### config.mk
export PLATFORM = sky130hd
export DESIGN_NAME = chord_player
export DESIGN_NICKNAME = d
export VERILOG_FILES = /design/src/rtl/chord_player.sv
export SDC_FILE = /design/constraint.sdc
export NUM_CORES = 1
export LEC_CHECK = 0
export CORE_UTILIZATION = 51
export CTS_CLUSTER_DIAMETER = 80
export DETAILED_ROUTE_END_ITERATION = 8
export GPL_ROUTABILITY_DRIVEN = 0
export PLACE_DENSITY_LB_ADDON = 0.3
export SYNTH_ARGS = -nofsm -noshare
export SYNTH_HDL_FRONTEND = slang
export SYNTH_SLANG_ARGS = --single-unit
export TNS_END_PERCENT = 20
### constraint.sdc
create_clock -name clk -period 4.91 [get_ports clk]
set_clock_uncertainty 0.2 [all_clocks]
set_input_delay 0.7365 -clock clk [delete_from_list [all_inputs] [get_ports clk]]
set_output_delay 0.7365 -clock clk [all_outputs]
set_load 0.005 [all_outputs]
### src/rtl/chord_player.sv
// chord_player: latches three-voice chords, counts voice durations down on beat, reports chord completion
module chord_player #(
  parameter int NOTE_WIDTH = 6,
  parameter int DURATION_WIDTH = 6,
  parameter int VOICES = 3
) (
  input  logic clk,
  input  logic reset,
  input  logic play,
  input  logic beat,
  input  logic new_note,
  input  logic [VOICES*NOTE_WIDTH-1:0] notes_in,
  input  logic [VOICES*DURATION_WIDTH-1:0] durations_in,
  output logic [VOICES*NOTE_WIDTH-1:0] voice_note,
  output logic [VOICES-1:0] voice_active,
  output logic [VOICES-1:0] voice_load,
  output logic note_done
);
  typedef enum logic {IDLE, PLAYING} state_t;
  state_t state, state_nx;
  logic [NOTE_WIDTH-1:0] note_r [VOICES];
  logic [DURATION_WIDTH-1:0] cnt [VOICES];
  logic [VOICES-1:0] cnt_nz, load_mask;
  logic all_zero, done_nx, tick;
  for (genvar v = 0; v < VOICES; v++) begin : g_voice
    assign cnt_nz[v] = cnt[v] != '0;
    assign voice_active[v] = cnt_nz[v] && note_r[v] != '0;
    assign voice_note[v*NOTE_WIDTH +: NOTE_WIDTH] = voice_active[v] ? note_r[v] : '0;
    assign load_mask[v] = notes_in[v*NOTE_WIDTH +: NOTE_WIDTH] != '0
                       && durations_in[v*DURATION_WIDTH +: DURATION_WIDTH] != '0;
  end
  always_comb begin
    all_zero = ~|cnt_nz;
    state_nx = new_note ? PLAYING : (state == PLAYING && all_zero) ? IDLE : state;
    done_nx = !new_note && state == PLAYING && all_zero;
    tick = beat && play && !new_note && state == PLAYING;
  end
  always_ff @(posedge clk) begin
    if (reset) begin
      state <= IDLE;
      note_done <= 1'b0;
      voice_load <= '0;
      for (int i = 0; i < VOICES; i++) begin
        note_r[i] <= '0;
        cnt[i] <= '0;
      end
    end else begin
      state <= state_nx;
      note_done <= done_nx;
      voice_load <= new_note ? load_mask : '0;
      for (int i = 0; i < VOICES; i++) begin
        if (new_note) begin
          note_r[i] <= notes_in[i*NOTE_WIDTH +: NOTE_WIDTH];
          cnt[i] <= durations_in[i*DURATION_WIDTH +: DURATION_WIDTH];
        end else if (tick && cnt_nz[i]) begin
          cnt[i] <= cnt[i] - 1'b1;
        end
      end
    end
  end
endmodule

---- After elaboration in Yosys (flattened, before gate mapping) ----
Memories as Yosys holds them, arrays and structs flattened.
Cells that the tools add are included.
storage, ports and cells
  bits in read-only memories .............. 0
  memories ................................ 2
  latch bits .............................. 0
  word-level logic and storage cells ...... 81
  memory bits (writable) .................. 36
  register bits after elaboration ......... 5
  input port bits ......................... 41
operators by class
  add/subtract/negate cells ............... 3
  equality and inequality tests ........... 0
  div/mod/pow operators ................... 0
  reduce and logical (&&, ||, !) cells .... 32
  $lt $le $gt $ge ......................... 0
  shift-type cells ........................ 0
  muxes and demuxes ....................... 31
  bitwise logic cells ..................... 10
  multipliers ............................. 0
memories
  name    words  bits a word  rd ports  clocked after memory_dff  wr ports  line  RTL
  cnt     3      6            3         0                         3         22    logic [DURATION_WIDTH-1:0] cnt [VOICES];
  note_r  3      6            3         0                         3         21    logic [NOTE_WIDTH-1:0] note_r [VOICES];
operator list
  cell                   count
  $mux W6                12
  $reduce_bool A6 Y1     12
  $mux W1                19
  $sub A6 B1 Y6 const B  3
  $logic_and A1 B1 Y1    15
  $or A1 B1 Y1           9
  $reduce_or A3 Y1       1
  $logic_not A1 Y1       2
  $reduce_bool A2 Y1     1
  $reduce_or A2 Y1       1
  $not A1 Y1             1

---- Longest topological paths before layout ----
  word-level depth ........................ 9
  gate-level depth with buffers ........... 7
  gate-level depth less buffers ........... 6

---- Least setup slack after synthesis ----
OpenSTA, ideal clock, no wires.
  path kind ............................... in2reg
  start point ............................. input new_note
  end point ............................... memory cnt[0][0] (enable)
  data required time ...................... 4.333 ns
  stages on the path ...................... 5
  setup slack ............................. 2.330 ns
  setup time .............................. 0.377 ns
  arrival time ............................ 2.003 ns
  path buffers ............................ 1
  cell sequence ........................... nor2_4 > inv_2 > or2_2 > buf_2 > o21ai_0
RTL lines
  what             line  RTL
  start, declared  11    input logic new_note,
  end, declared    22

==> impl_metrics.toml <==
[final_layout]
syn_to_final_growth_pct = 33.4
fillers = 305
nNetsFinal = 318
layout.cells.non_filler = 324
n_antenna_cell = 0
drive_gt1_share_pct = 6.57

[global_routing]
grt_pass1_wl_mm = 7.19
overflow = 0
grt_max_degree = 25
antenna_found_initial = 0
grt_pass1_vias = 1677
grt_usage_pct = 21.9

[yosys]
syn-num-nets = 255
muxShareOfSynthArea_pct = 0.883
synth_area_leaders = "edfxtp_1 48%, and2_1 5.2%, nor2b_1 5.0%, dfxtp_1 4.4%, nor2_1 4.1%"
ys_seq_area_share_pct = 52.1
synth_compound_area_share_pct = 12.0
syn_inst = 210
synth_fa_ha_area_share_pct = 2.21
synthSimpleGateAreaFrac_pct = 24.9
synth_edf_count = 36
synth_common_cells = "36 x edfxtp_1, 25 x nor2_1, 19 x and2_1, 18 x nor2b_1, 11 x o21ai_0"
netlist.area_leader.share_pct = 47.7
ys_types = 41
synth_top_family_by_area = "simple AND/OR/NAND/NOR gates"
ys.warnings.count = 0
synth_ff_type = "edfxtp_1"
yosysTopAreaCell = "edfxtp_1"
synth.ff_latch_count = 41
synth.most_common_cell = "edfxtp_1"
avgSynthCellArea_um2 = 10.8
synth-xor-area-share_pct = 4.25
synthArstFlopShare_pct = 0
syn_area_um2 = 2270

[critical_path]
critical_path_required_ps = 3970
crit_path_end_kind = "output port"
slowest_stage = "clkdlybuf4s50_1"
startpoint_type = "register"
path_max_fanout = 10
arrival_ps = 2230
slowest_delay_ps = 470
crit_path_cell_trace = "inv_1, ha_1, nor3b_1, and2_1, nor2b_1, clkdlybuf4s50_1"
crit_type = "reg -> out"
rr_worst_depth = 5

[detailed_routing]
first_iter_violations = 113
wl_per_cell_um = 14.9
drt_wl_total_mm = 4.84
antenna_left = 0
first_pass_iters = 4
post-route-drc-count = 0
via_per_inst = 5.51
num_vias = 1784

[die]
die-area_um2 = 4720
ios = 66
num_rows = 23
die_w_um = 68.7
start_util_pct = 54.7
coreArea_um2 = 4140
fp.dieH_um = 68.7

[cts]
cts_hold_buf = 0
clockBufferDepth = 2
htreeDepth = 2
clock_latency_ps = 300
cts_buffers = 5
post_cts_buffers = 0
cts_tree = "done"
cts.sink_count = 41
clkTransAtPathRegs_ps = 80
cts_root_buf = "clkbuf_8"
ctsResizeCount = 0

[place]
hpwlAfterDp_mm = 3.63
portBuffers = 65
placed_cells = 316

[sta]
setup_viol = 0
fin_crit_ps = 3170
hold_violations = 0
max_freq_mhz = 316
tightest_slew_ps = 899
rsz0062_at_grt = "no"
slew_viol_final = 0
period_share_pct = 64.5
slew_headroom_pct = 39.4
setup-tns-final_ps = 0

[power]
p_per_area_nw_per_um2 = 277
power.leakage_nw = 1.08
irDropWorstVdd_uv = 209

[min_path]
min_path_cells = 2
hp-class = "reg -> reg"

[flow_run]
drv_cap = 0

[status]
outcome = "completed"
==> cell usage in the layout, fill, tap and decap left out, types with 2 or more instances in the layout <==
| cell | count |
|---|---|
| a211oi_1 | 7 |
| a21oi_1 | 7 |
| and2_1 | 19 |
| clkbuf_8 | 6 |
| clkdlybuf4s50_1 | 65 |
| dfxtp_1 | 5 |
| edfxtp_1 | 36 |
| ha_1 | 4 |
| inv_1 | 8 |
| mux2i_1 | 2 |
| nand2_1 | 5 |
| nand2b_1 | 4 |
| nor2_1 | 25 |
| nor2b_1 | 18 |
| nor3_1 | 4 |
| nor4_1 | 6 |
| o21ai_0 | 11 |
| o22ai_1 | 7 |
| o31ai_1 | 3 |
| or4_1 | 3 |
| xnor2_1 | 8 |
| xor2_1 | 3 |
==> layout make-up <==
class                      instances  area (µm²)  area share [%]
tap                               50        62.6            2.07
sequential                        41        1180            39.1
multi-input combinational        151        1000            33.1
clock buffer                       7        86.3            2.85
clock inverter                     1        7.51           0.248
timing repair buffer              65         651            21.5
inverter                           9        33.8            1.12
==> registers in the layout (all words and copies together), names as in the netlist <==
name / count
voice_load: 3
note_done: 1
note_r: 18
state: 1
cnt: 18
==> metal layers <==
layer	vias to the layer above	global-route usage (%)	share of wire [%]
met2	62	41.2	53
li1	884	-	-
met4	0	9.38	1.6
met1	830	23.6	40
met5	-	0	0
met3	8	4.28	5.4
==> cells by family (layout without fill, tap and decap cells) <==
logic type | count (synthesis) | in the layout
fa+ha+maj | 4 | 4
mux | 2 | 2
xor+xnor | 11 | 11
buf+inv | 18 | 82
flops | 41 | 41
simple gates | 95 | 95
compound gates | 39 | 39
==> where the power goes <==
group / switching (mW) / internal [mW] / leakage, nW
clock: 0.115 / 0.114 / 0.0445
combinational: 0.0810 / 0.105 / 0.604
sequential: 0.0163 / 0.409 / 0.433
==> metrics by stage <==
stage          hold WS, ps  area [µm²]  utilization [%]  total power [mW]  setup WS (ps)
2_1_floorplan          235        2270                -             0.522           2330
3_3_place_gp           286        2930             70.7             0.612           1580
3_5_place_dp           296        2930             70.7             0.617           1470
4_1_cts                307        3020             73.0             0.843           1720
5_1_grt                325        3020             73.0             0.876           1560
6_report               313        3020             73.0             0.839           1740
==> path summary, 6_finish.rpt <==
check / from / end / slack [ps]
worst max-delay path: cnt[0][0] / voice_note[5] / 1740
worst min-delay path: state / note_done / 310
worst max register to register: cnt[0][0] / cnt[0][0] / 2490
worst min register to register: state / note_done / 310
==> worst max-delay path: cells and delay by family (launching register included) <==
family                   cells  cell delay, ps
AND/OR/NAND/NOR              3             800
buffers and inverters        2             550
flip-flops                   1             410
adder cells (fa/ha/maj)      1             180
(Power assumes the default switching activity.)
